===== config.mk =====
export PLATFORM = sky130hd
export DESIGN_NAME = pipe_hazard_ctrl
export DESIGN_NICKNAME = d
export VERILOG_FILES = /design/src/rtl/pipe_hazard_ctrl.sv
export SDC_FILE = /design/constraint.sdc
export NUM_CORES = 1
export LEC_CHECK = 0
export CAP_MARGIN = 20
export CORE_MARGIN = 4
export CORE_UTILIZATION = 40
export CTS_BUF_LIST = sky130_fd_sc_hd__clkbuf_4 sky130_fd_sc_hd__clkbuf_8 sky130_fd_sc_hd__clkbuf_16
export CTS_CLUSTER_SIZE = 40
export DETAILED_ROUTE_END_ITERATION = 8
export MAX_ROUTING_LAYER = met4
export PLACE_DENSITY = 0.76
export SLEW_MARGIN = 20
export SYNTH_ARGS = -nofsm -noshare
export SYNTH_HDL_FRONTEND = slang
export SYNTH_SLANG_ARGS = --single-unit

===== constraint.sdc =====
create_clock -name CLK -period 3.3 [get_ports CLK]
set_clock_uncertainty 0.05 [all_clocks]
set_input_delay 0.66 -clock CLK [delete_from_list [all_inputs] [get_ports CLK]]
set_output_delay 0.66 -clock CLK [all_outputs]
set_load 0.01 [all_outputs]

===== src/rtl/pipe_hazard_ctrl.sv =====
// Front-end sequencing controller: PC / pipe-register enables and flushes for
// load-use stalls, multi-cycle vector ops in EX and taken branches, plus a stall counter.
module pipe_hazard_ctrl #(
    parameter int REG_AW = 5,
    parameter int VLAT   = 4,
    parameter int CNT_W  = 3,
    parameter int PERF_W = 16
) (
    input  logic              CLK,
    input  logic              RST,
    input  logic              id_valid,
    input  logic [REG_AW-1:0] id_rs1,
    input  logic [REG_AW-1:0] id_rs2,
    input  logic              id_rs1_used,
    input  logic              id_rs2_used,
    input  logic              id_is_vec,
    input  logic [REG_AW-1:0] ex_rd,
    input  logic              ex_mem_read,
    input  logic              branch_taken_ex,
    output logic              pc_en,
    output logic              if_id_en,
    output logic              if_id_flush,
    output logic              id_ex_en,
    output logic              id_ex_flush,
    output logic              ex_mem_flush,
    output logic              ex_busy,
    output logic [PERF_W-1:0] stall_cycles
);

    typedef enum logic [0:0] {
        IDLE  = 1'b0,
        VBUSY = 1'b1
    } state_t;

    localparam logic [CNT_W-1:0]  VCNT_INIT = CNT_W'(VLAT - 1);
    localparam logic [PERF_W-1:0] STALL_MAX = '1;
    localparam logic              VEC_MULTI = (VLAT > 1);

    state_t            state_q, state_d;
    logic [CNT_W-1:0]  vcnt_q, vcnt_d;
    logic              rst_q, rst_d;
    logic [PERF_W-1:0] stall_q, stall_d;
    logic              lu;

    // Register 0 is hardwired, so a load targeting it can never create a hazard.
    assign lu = ex_mem_read && id_valid && (ex_rd != '0) &&
                ((id_rs1_used && (id_rs1 == ex_rd)) || (id_rs2_used && (id_rs2 == ex_rd)));

    always_comb begin
        state_d      = state_q;
        vcnt_d       = vcnt_q;
        rst_d        = 1'b1;
        pc_en        = 1'b1;
        if_id_en     = 1'b1;
        if_id_flush  = 1'b0;
        id_ex_en     = 1'b1;
        id_ex_flush  = 1'b0;
        ex_mem_flush = 1'b0;
        ex_busy      = 1'b0;

        if (!rst_q) begin
            pc_en        = 1'b0;
            if_id_en     = 1'b0;
            id_ex_en     = 1'b0;
            if_id_flush  = 1'b1;
            id_ex_flush  = 1'b1;
            ex_mem_flush = 1'b1;
        end else if (state_q == VBUSY) begin
            pc_en        = 1'b0;
            if_id_en     = 1'b0;
            id_ex_en     = 1'b0;
            ex_mem_flush = 1'b1;
            ex_busy      = 1'b1;
            vcnt_d       = vcnt_q - 1'b1;
            if (vcnt_q == 1) begin
                state_d = IDLE;
            end
        end else if (branch_taken_ex) begin
            if_id_flush = 1'b1;
            id_ex_flush = 1'b1;
        end else if (lu) begin
            pc_en       = 1'b0;
            if_id_en    = 1'b0;
            id_ex_flush = 1'b1;
        end else if (id_valid && id_is_vec && VEC_MULTI) begin
            // The op enters EX on this edge; hold everything behind it for VLAT-1 cycles.
            state_d = VBUSY;
            vcnt_d  = VCNT_INIT;
        end

        stall_d = stall_q;
        if (rst_q && !pc_en && (stall_q != STALL_MAX)) begin
            stall_d = stall_q + 1'b1;
        end
    end

    always_ff @(posedge CLK or negedge RST) begin
        if (!RST) begin
            state_q <= IDLE;
            vcnt_q  <= '0;
            rst_q   <= 1'b0;
            stall_q <= '0;
        end else begin
            state_q <= state_d;
            vcnt_q  <= vcnt_d;
            rst_q   <= rst_d;
            stall_q <= stall_d;
        end
    end

    assign stall_cycles = stall_q;

endmodule


* Word-level counts from Yosys, hierarchy flattened
Index checks and enable logic that the tools add are counted.
** Cells by class
- Reduce and logical (&&, ||, !) cells :: 13
- Mux-type cells :: 25
- Add/subtract/negate cells :: 2
- Equal/unequal tests :: 6
** Operators by type and width (count)
- $mux 1 :: 21
- $add 16x1->16 const B :: 1
- $ne 16x16->1 const B :: 1
- $mux 3 :: 4
- $eq 5x5->1 :: 2
- $logic_and 1x1->1 :: 8
- $reduce_bool 5->1 :: 1
- $reduce_and 4->1 :: 1
- $eq 3x1->1 const B :: 1
- $sub 3x1->3 const B :: 1
- $ne 2x1->1 const B :: 1
- $ne 2x2->1 const B :: 1
- $reduce_bool 2->1 :: 1
- $logic_not 1->1 :: 1
- $logic_or 1x1->1 :: 1
** Word-level totals
- Bits of input ports :: 23
- Flip-flop bits (word level) :: 21
- Output and inout bits :: 23

* Logic depth before layout (Yosys ltp)
Gate-level depths: netlist of the first run.
- Depth after elaboration :: 11
- Depth in mapped cells :: 8

* Least setup slack after synthesis of the first run
OpenSTA, ideal clock, no wires.
- Path type :: input -> output
- Start :: input ex_rd[0]
- End :: output pc_en
- Cell stages on the path :: 4
- Required time :: 2590 ps
- Setup slack :: 724 ps
- Data arrival time :: 1866 ps
- Cell sequence :: or3_1 o311a_4 a31oi_1 buf_4
** On the way
- Cells in the longest elaborated chain, start to end :: 8
- Elaborated cells on any way between the ends :: 12
- Classes of those cells :: eq/ne: 2; mux: 4; reduce/logical: 6
** RTL lines
- from (decl) :: RTL line 17 : input logic [REG_AW-1:0] ex_rd,
- $eq 5x5->1 :: RTL line 47 : ((id_rs1_used && (id_rs1 == ex_rd)) || (id_rs2_used && (id_rs2 == ex_rd)));
- $logic_and 1x1->1 :: RTL line 47
- $logic_or 1x1->1 :: RTL line 47
- $logic_and 1x1->1 * :: RTL line 46 : assign lu = ex_mem_read && id_valid && (ex_rd != '0) &&
- $mux 1 * (4 in series)
- to (decl) :: RTL line 20 : output logic pc_en,
Mark *: on every way between the ends. The rest lies on a longest branch, timed or not.

* Final worst setup path of the first run
- Start :: input ex_rd[1]
- End :: output id_ex_flush
** On the way
- Cells in the longest elaborated chain, start to end :: 8
- Elaborated cells on any way between the ends :: 12
- Classes of those cells :: eq/ne: 2; mux: 4; reduce/logical: 6
** RTL lines
- $eq 5x5->1 :: RTL line 47
- $logic_and 1x1->1 :: RTL line 47
- $logic_or 1x1->1 :: RTL line 47
- $logic_and 1x1->1 * :: RTL line 46
- $mux 1 * :: RTL line 81 : end else if (lu) begin
- $mux 1 * :: RTL line 78 : end else if (branch_taken_ex) begin
- $mux 1 * :: RTL line 68 : end else if (state_q == VBUSY) begin
- $mux 1 * :: RTL line 61 : if (!rst_q) begin
- to (decl) :: RTL line 24 : output logic id_ex_flush,
Marks and branches as above.

==> results of run 1 <==
==> final cells by class <==
class / count / area (sq um) / area share
Multi-Input combinational cell: 90 / 742.0 / 0.3993
Sequential cell: 21 / 525.5 / 0.2828
Timing Repair Buffer: 51 / 486.7 / 0.2620
Inverter: 5 / 18.77 / 0.01010
Clock buffer: 4 / 30.03 / 0.01616
Tap cell: 44 / 55.05 / 0.02963
==> power by group <==
| part | leakage (nW) | switching, mW | internal (mW) |
|---|---|---|---|
| Sequential | 0.270 | 0.0564 | 0.307 |
| Combinational | 0.518 | 0.154 | 0.180 |
| Clock | 0.0184 | 0.0753 | 0.0553 |
| Total | 0.807 | 0.286 | 0.541 |
==> sequential cells by signal, summed over array words and instances (netlist names) <==
| name | flops |
|---|---|
| stall_cycles | 16 |
| state_q | 1 |
| vcnt_q | 3 |
| rst_q | 1 |
==> worst max-delay path by stage <==
stage,from,to,slack (ns),cells after the start
global route,ex_rd[1],id_ex_flush,0.12,6
global placement,ex_rd[1],if_id_en,-0.02,5
detailed placement,ex_rd[1],pc_en,-0.06,5
floorplan,ex_rd[0],pc_en,0.72,4
finish,ex_rd[1],id_ex_flush,0.18,6
CTS,ex_rd[1],id_ex_flush,0.18,6
==> repair_timing <==
item | 4_1_cts | 5_1_grt
resized for setup | 3 | 0
endpoints found under the setup margin | 3 | 0
buffers inserted | 0 | 0
==> worst reg2reg max path: stages, from the launching register on <==
cell     delay [ns]
dfrtp_1        0.44
ha_1           0.22
and3_1         0.18
and3_1         0.25
a41o_4         0.38
nor2_2         0.17
mux2_1         0.33
==> cells by family after synthesis <==
family	count (synthesis)	synth area share
adders and majority gates	3	0.02836
buffers and inverters	10	0.04254
AOI/OAI and AO/OA	13	0.09924
muxes	2	0.01701
other	1	0.002833
xor gates and xnor gates	25	0.1654
and+or+nand+nor	46	0.2476
DFF	21	0.3970
==> per-layer routing <==
layer	wire, um	vias to the layer above	track usage
met1	1336	529	0.1858
met2	1509	28	0.2718
met3	135	4	0.02222
met5	0	-	-
li1	-	523	-
met4	40	0	0.04922
==> cell usage in the layout (no fill, tap or decap), drive strengths merged <==
cell / count
a21oi: 4
a41o: 1
a211oi: 1
xnor2: 10
o22ai: 1
clkbuf: 4
nor3: 10
nand4: 4
a31oi: 2
clkdlybuf4s50: 41
nand2: 8
xor2: 15
nor2: 5
and3: 4
nor4: 3
dlygate4sd2: 3
mux2: 2
or3: 1
a221o: 1
and4: 1
and2: 1
conb: 1
o311a: 1
inv: 5
buf: 7
nor3b: 4
nand3: 5
o21ai: 2
ha: 3
dfrtp: 21
==> metrics.md, run 1 <==
| Metric | Value |
|---|---|
| Fin util | 0.5988 |
| DP HPWL | 2.396 mm |
| Top Family by Delay on Critical Path | buffers and inverters |
| Critical Path RT | 2.59 ns |
| Min Tclk post-route | 3.117 ns |
| Crit path max fanout | 3 |
| Synth area leader | dfrtp_1 |
| Hold Crit Class | input port to async pin |
| Grt ovf | 0 |
| Leak | 0.8069 nW |
| Final Cell Area | 1858 sq um |
| Fill cells | 273 |
| PD cells | 445.1 nW/um^2 |
| Post-Place Cell Area | 1837 sq um |
| Final Cycle Share | 0.9445 |
| Fraction of layout cells with a size suffix above 1 | 0.1988 |
| Clock transition at the registers of the reported paths | 0.12 ns |
| RR Startpoint | stall_cycles[0] |
| Hold slack | 0.2444 ns |
| Largest net degree at the start of global routing | 22 |
| Hold buffers post-CTS | 0 |
| Cell Rows | 20 |
| GRT Resource Usage Total | 0.1560 |
| # setup viols final | 0 |
| Mean Syn Cell Area | 10.94 sq um |
| Yosys top cell area share | 0.3970 |
| Largest cells by area after synthesis | dfrtp_1 (40%), xor2_1 (9.9%), xnor2_1 (6.6%), nor3_2 (5.3%), ha_1 (2.8%) |
| Setup slack after layout | 0.1830 ns |
| Worst R2R Setup Slack | 1.18 ns |
| Total Power | 0.8271 mW |
| Setup WS pre-CTS | -0.06447 ns |
| Placeable Area | 3103 sq um |
| TritonCTS clock tree | done |
| DR WL/cell | 14.06 um |
| Slowest CP cell | clkdlybuf4s50_1 |
| Die Width | 65.53 um |
| Placed Cells incl. Taps | 211 |
| Nets | 198 |
| Worst path max stage delay | 0.48 ns |
| Initial antenna violation count | 0 |
| H-tree levels | 1 |
| Wirelength, routed | 3.022 mm |
| TNS Setup | 0 ns |
| Starting Density | 0.4266 |
| Antenna Diode Count | 0 |
| Mapped cell area | 1324 sq um |
| RSZ-0062 raised after global routing | no |
| GPL Wtd Cong | 0.7670 |
| Clk_lat worst skew | 0.30 ns |
| Max Slew Vio Count | 0 |
| Count leader, synth | dfrtp_1 |
| Number of global-route vias before repair | 1152 |
| 1st-iter DRT viols | 19 |
| # clock sinks | 21 |
| Vias | 1084 |
| CP startpoint kind | input port |
| Final Hold Viols | 0 |
| Buf/Inv on CP | 2 |
| Sequential-to-total area share from yosys stat | 0.3970 |
| Critical Path Sink Type | output port |
| Synth cell types | 35 |
| Non-filler cells, final | 215 |
| Outcome | finished, final reports clean |
| Seq cells post-synth | 21 |
| Synth top cells by count | dfrtp_1 (21), xor2_1 (15), xnor2_1 (10), nand2_1 (8), nor3_2 (7) |
| Peak supply drop | 0.3527 mV |
| Die area | 4294 sq um |
| Ys flop type | dfrtp_1 |
| Asr flop ratio synth | 1.000 |
| Vias per inst | 5.042 |
| Detailed-route DRC error count | 0 |
| Yosys warnings | 0 |
| CTS root buffer | clkbuf_4 |
| Critical path arrival | 2.41 ns |
| Area growth from synthesis to layout | 40.36% |
| Max clock buf depth | 2 |
| Fmax | 0.3208 GHz |
| Die height | 65.53 um |
| Worst path cell trace | clkdlybuf4s50_1 -> or3_1 -> o311a_4 -> a21oi_1 -> o21ai_0 -> dlygate4sd2_1 |
| I/O Buffers | 45 |
| FF-to-FF End | stall_cycles[1] |
| Max Cap Viol | 0 |
| First-pass GRT wire length | 5.133 mm |
| Syn_nets | 147 |
| Antenna-violating nets left | 0 |
| FF-to-FF path depth | 6 |
| TritonCTS Buffers | 3 |
| Kind of critical path | input port to output port |
| Synth Instances | 121 |
| Post-synth EDFFs | 0 |
| # IOs | 46 |
| Initial DRT Pass Iterations | 4 |
No activity file was read; power rests on OpenSTA's default activity.
==> inputs of run 2 (changes only) <==
--- a/config.mk
+++ b/config.mk
@@ -13,7 +13,6 @@
 export DETAILED_ROUTE_END_ITERATION = 8
 export MAX_ROUTING_LAYER = met4
 export PLACE_DENSITY = 0.76
-export SLEW_MARGIN = 20
 export SYNTH_ARGS = -nofsm -noshare
 export SYNTH_HDL_FRONTEND = slang
 export SYNTH_SLANG_ARGS = --single-unit
==> run 2 against run 1 <==
Clock-buffer cell count unchanged. Sequential cell count unchanged. Maximum frequency unchanged. Combinational power about the same. Largest power group unchanged. Cell count up 0.47%. Critical endpoint unchanged. Power is 0.28% higher. Sequential share of layout area is 0.25 points lower.
==> metrics.md, run 2 (synthesized netlist as in run 1, its figures left out) <==
| Metric | Value |
|---|---|
| Max reg flops | 16 |
| Hold Crit Class | flop to flop |
| Initial DRT Pass Iterations | 4 |
| Leak | 0.8130 nW |
| Hold buffers post-CTS | 0 |
| Placeable Area | 3103 sq um |
| Crit path max fanout | 3 |
| DR WL/cell | 14.07 um |
| Clk_lat worst skew | 0.30 ns |
| Slowest CP cell | clkdlybuf4s50_1 |
| Post-Place Cell Area | 1837 sq um |
| # IOs | 46 |
| GRT Resource Usage Total | 0.1560 |
| Clock transition at the registers of the reported paths | 0.12 ns |
| Kind of critical path | input port to output port |
| Critical Path RT | 2.59 ns |
| Fmax | 0.3208 GHz |
| TritonCTS Buffers | 3 |
| Resized cells post-CTS | 3 |
| PD cells | 442.5 nW/um^2 |
| Min Tclk post-route | 3.117 ns |
| Die Width | 65.53 um |
| Multi-input gate area | 742.0 sq um |
| Postcts setup bufs | 0 |
| Vias per inst | 5.028 |
| Worst path max stage delay | 0.48 ns |
| Final Cell Area | 1874 sq um |
| Antenna Diode Count | 0 |
| # clock sinks | 21 |
| Fill cells | 273 |
| Final Hold Viols | 0 |
| TritonCTS clock tree | done |
| # setup viols final | 0 |
| DP HPWL | 2.396 mm |
| Critical Path Sink Type | output port |
| Grt ovf | 0 |
| Most frequent cells in the layout | clkdlybuf4s50_1 (42), dfrtp_1 (21), xor2_1 (15) |
| Max Cap Viol | 0 |
| Most common cell after layout, fill and taps aside | clkdlybuf4s50_1 |
| Wirelength, routed | 3.040 mm |
| Detailed-route DRC error count | 0 |
| Die height | 65.53 um |
| GPL Wtd Cong | 0.7670 |
| Initial antenna violation count | 0 |
| First-pass GRT wire length | 5.133 mm |
| Vias | 1086 |
| Cell Rows | 20 |
| RSZ-0062 raised after global routing | no |
| 1st-iter DRT viols | 19 |
| Number of global-route vias before repair | 1152 |
| CP startpoint kind | input port |
| Fraction of layout cells with a size suffix above 1 | 0.1977 |
| Largest net degree at the start of global routing | 22 |
| Starting Density | 0.4266 |
| FF+latch area | 525.5 sq um |
| Area growth from synthesis to layout | 41.59% |
| Worst path cell trace | clkdlybuf4s50_1 -> or3_1 -> o311a_4 -> a21oi_1 -> o21ai_0 -> dlygate4sd2_1 |
| Die area | 4294 sq um |
| Antenna-violating nets left | 0 |
| Max Slew Vio Count | 0 |
| Max clock buf depth | 2 |
| Peak supply drop | 0.3527 mV |
| Critical path arrival | 2.41 ns |
| CTS root buffer | clkbuf_4 |
| Nets | 199 |
| Fin util | 0.6040 |
| Final Cycle Share | 0.9445 |
| Worst R2R Setup Slack | 1.18 ns |
| I/O Buffers | 45 |
| Outcome | finished, final reports clean |
| H-tree levels | 1 |
-- run 2: changes by cell type in the layout (fill, tap and decap cells not counted), sizes merged --
cell	change
clkdlybuf4s50	+1
-- run 2: area by class of cell --
class                      instances  share of cell area
multi-input combinational         90              0.3959
sequential                        21              0.2804
timing repair buffer              52              0.2684
tap                               44             0.02937
clock buffer                       4             0.01602
inverter                           5             0.01001
-- run 2: critical path, delay by kind of cell --
| family | cells | cell delay [ns] |
|---|---|---|
| AO/OA/AOI/OAI | 3 | 0.55 |
| buffers and inverters | 2 | 0.80 |
| AND/OR/NAND/NOR | 1 | 0.39 |
-- run 2: final timing paths --
path                       cells after the start       startpoint         endpoint
min reg2reg                                    1  stall_cycles[9]  stall_cycles[9]
min in group asynchronous                      1              RST  stall_cycles[8]
max in group asynchronous                      2              RST  stall_cycles[1]
min                                            1  stall_cycles[9]  stall_cycles[9]
max reg2reg                                    6  stall_cycles[0]  stall_cycles[1]
max                                            6         ex_rd[1]      id_ex_flush
-- run 2: power breakdown --
group | switching (mW) | total (mW) | internal [mW]
Clock | 0.0758 | 0.131 | 0.0553
Sequential | 0.0563 | 0.363 | 0.307
Combinational | 0.154 | 0.335 | 0.181
-- run 2: metal layers --
metal	track usage	vias to the layer above	routed length (um)	share of wire
met5	-	-	0	0
met4	0.04922	0	40	0.013
met1	0.1858	528	1332	0.44
met2	0.2718	28	1534	0.50
li1	-	526	-	-
met3	0.02222	4	132	0.043
-- run 2: per-stage QoR --
step           std cells  hold slack (ns)  total power [mW]   TNS, ns  setup slack, ns
2_1_floorplan        121           0.3144            0.5482         0           0.7244
6_report             216           0.4621            0.8294         0           0.1830
3_3_place_gp         211           0.4344            0.6929  -0.04115         -0.02126
5_1_grt              216           0.4875            0.8884         0           0.1199
4_1_cts              215           0.4669            0.8353         0           0.1757
3_5_place_dp         211           0.4519            0.7098   -0.1537         -0.06447
==> inputs of run 3 (changes only) <==
--- a/config.mk
+++ b/config.mk
@@ -5,6 +5,7 @@
 export SDC_FILE = /design/constraint.sdc
 export NUM_CORES = 1
 export LEC_CHECK = 0
+export ABC_AREA = 1
 export CAP_MARGIN = 20
 export CORE_MARGIN = 4
 export CORE_UTILIZATION = 40
@@ -12,7 +13,7 @@
 export CTS_CLUSTER_SIZE = 40
 export DETAILED_ROUTE_END_ITERATION = 8
 export MAX_ROUTING_LAYER = met4
-export PLACE_DENSITY = 0.76
+export PLACE_DENSITY = 0.74
 export SYNTH_ARGS = -nofsm -noshare
 export SYNTH_HDL_FRONTEND = slang
 export SYNTH_SLANG_ARGS = --single-unit
==> run 3 against run 2 <==
Worst setup slack improved by 0.0054 ns. Sequential share of layout area decreased by 2.2 points. Core utilization decreased by 4.8 points. Sequential cell count unchanged. Synthesized area increased by 14%. Largest power group is now combinational logic. Sequential power increased by 1%.
==> metrics.md, run 3 <==
| Metric | Value |
|---|---|
| Synth top cells by count | nand2_1 (84), inv_1 (30), nand3_1 (30), dfrtp_1 (21), nor2_1 (17) |
| Vias per inst | 4.635 |
| I/O Buffers | 45 |
| Max Slew Vio Count | 0 |
| First-pass GRT wire length | 5.844 mm |
| Met2 WL | 1.623 mm |
| Asr flop ratio synth | 1.000 |
| Hold-critical path depth | 2 |
| H-tree levels | 1 |
| Initial antenna violation count | 0 |
| Post-synth EDFFs | 0 |
| Final Hold Viols | 0 |
| FF-to-FF path depth | 9 |
| Met3 WL | 137 um |
| Fmax | 0.3214 GHz |
| # clock sinks | 21 |
| Yosys warnings | 0 |
| DR WL/cell | 10.52 um |
| Area growth from synthesis to layout | 34.99% |
| Most frequent cells in the layout | nand2_1 (84), clkdlybuf4s50_1 (45), inv_1 (30), nand3_1 (30), dfrtp_1 (21) |
| Final Cycle Share | 0.9429 |
| Cell Rows | 22 |
| Fin util | 0.5564 |
| Crit path max fanout | 3 |
| Die height | 69.42 um |
| Worst Tran Pin Value | 0.9113 ns |
| Critical Path Sink Type | output port |
| Placeable Area | 3661 sq um |
| Max Cap Viol | 0 |
| Die Width | 69.42 um |
| Hold Crit Class | flop to flop |
| Max clock buf depth | 2 |
| Leak | 1.053 nW |
| TritonCTS Buffers | 3 |
| GRT Resource Usage Total | 0.1462 |
| Fraction of layout cells with a size suffix above 1 | 0.04074 |
| DP HPWL | 2.596 mm |
| Initial DRT Pass Iterations | 4 |
| Kind of critical path | input port to output port |
| Critical path arrival | 2.40 ns |
| RSZ-0062 raised after global routing | no |
| Syn_nets | 251 |
| CTS root buffer | clkbuf_8 |
| # setup viols final | 0 |
| Critical Path RT | 2.59 ns |
| Nets | 297 |
| PD cells | 467.1 nW/um^2 |
| Postcts setup bufs | 0 |
| CP startpoint kind | input port |
| TNS Setup | 0 ns |
| Ys flop type | dfrtp_1 |
| Die area | 4819 sq um |
| GPL Wtd Cong | 0.8515 |
| Detailed-route DRC error count | 0 |
| Outcome | finished, final reports clean |
| Clock transition at the registers of the reported paths | 0.08 ns |
| Grt ovf | 0 |
| M1 wire length | 1.558 mm |
| Seq cells post-synth | 21 |
| Peak supply drop | 0.2632 mV |
| Clk_lat worst skew | 0.26 ns |
| Mapped cell area | 1509 sq um |
| Synth Instances | 225 |
| Yosys top cell area share | 0.3483 |
| Min Tclk post-route | 3.112 ns |
| Sequential-to-total area share from yosys stat | 0.3483 |
| Number of global-route vias before repair | 1366 |
| Antenna Diode Count | 0 |
| TritonCTS clock tree | done |
| Vias | 1474 |
| Starting Density | 0.4122 |
| Antenna-violating nets left | 0 |
| Synth cell types | 23 |
| Hold buffers post-CTS | 0 |
| Max reg flops | 16 |
| Largest cells by area after synthesis | dfrtp_1 (35%), nand2_1 (21%), nand3_1 (10%), inv_1 (7.5%), xnor2_1 (4.6%) |
| Wirelength, routed | 3.345 mm |
| Total Power | 0.9515 mW |
| Max-slew headroom | 0.3905 |
| # IOs | 46 |
| Mean Syn Cell Area | 6.706 sq um |
| Synth area leader | dfrtp_1 |
| Most common cell after layout, fill and taps aside | nand2_1 |
| Resized cells post-CTS | 0 |
| Top sig layer | met4 |
| 1st-iter DRT viols | 78 |
| Count leader, synth | nand2_1 |
| Largest net degree at the start of global routing | 22 |
[run 3: cell types whose count changed after synthesis, moves of 3 or more]
| cell | before | now |
|---|---|---|
| nand4_1 | 4 | 7 |
| nand2_1 | 8 | 84 |
| nor3b_2 | 3 | 0 |
| nor3_2 | 7 | 0 |
| xor2_1 | 15 | 7 |
| nor4_2 | 3 | 0 |
| inv_1 | 5 | 30 |
| nand3_1 | 5 | 30 |
| nor2_1 | 4 | 17 |
[run 3: cells by family after synthesis]
family	count (synthesis)	share of synthesized area
other cells	1	0.002485
buf+inv	36	0.09868
xor+xnor	15	0.08707
fa+ha+maj	3	0.02488
compound gates	3	0.01244
simple gates	146	0.4262
flops	21	0.3483
[run 3: final timing paths]
path	slack, ns	from	endpoint
max	0.19	ex_rd[4]	id_ex_flush
min	0.43	vcnt_q[1]	vcnt_q[1]
max reg2reg	1.40	stall_cycles[0]	stall_cycles[6]
min reg2reg	0.43	vcnt_q[1]	vcnt_q[1]
max in group asynchronous	1.78	RST	stall_cycles[0]
min in group asynchronous	0.86	RST	stall_cycles[9]
[run 3: per-stage QoR]
stage	worst slack, ns	hold WS [ns]	cell area [sq um]	cells
2_1_floorplan	1.191	0.3144	1509	225
6_report	0.1885	0.4256	2037	318
3_3_place_gp	0.2151	0.4062	1991	314
3_5_place_dp	0.1824	0.4137	1991	314
4_1_cts	0.1858	0.4332	2037	318
5_1_grt	0.02492	0.4700	2037	318
[run 3: where the power goes]
part           switching, mW  internal [mW]
sequential            0.0584          0.308
clock                 0.0826         0.0841
combinational          0.221          0.197
[run 3: layout make-up]
| type | count | area, sq um |
|---|---|---|
| clock buffer | 3 | 41.29 |
| clock inverter | 1 | 5.005 |
| fill | 364 | 1624 |
| inverter | 32 | 120.1 |
| multi-input combinational | 168 | 834.6 |
| sequential | 21 | 525.5 |
| tap | 48 | 60.06 |
| timing repair buffer | 45 | 450.4 |
[run 3: critical path: stages]
cell and delay, ns:
clkdlybuf4s50_1 0.50, inv_1 0.08, nand2_1 0.06, nand2_1 0.05, nor2_1 0.12, nand3_1 0.08, nand2_1 0.11, nand2_1 0.08
a21oi_1 0.12, clkdlybuf4s50_1 0.55
[run 3: layer usage]
layer | global-route usage | vias to the layer above
li1 | - | 789
met1 | 0.1881 | 650
met2 | 0.2394 | 30
met3 | 0.03188 | 5
met4 | 0.02603 | 0
met5 | - | -
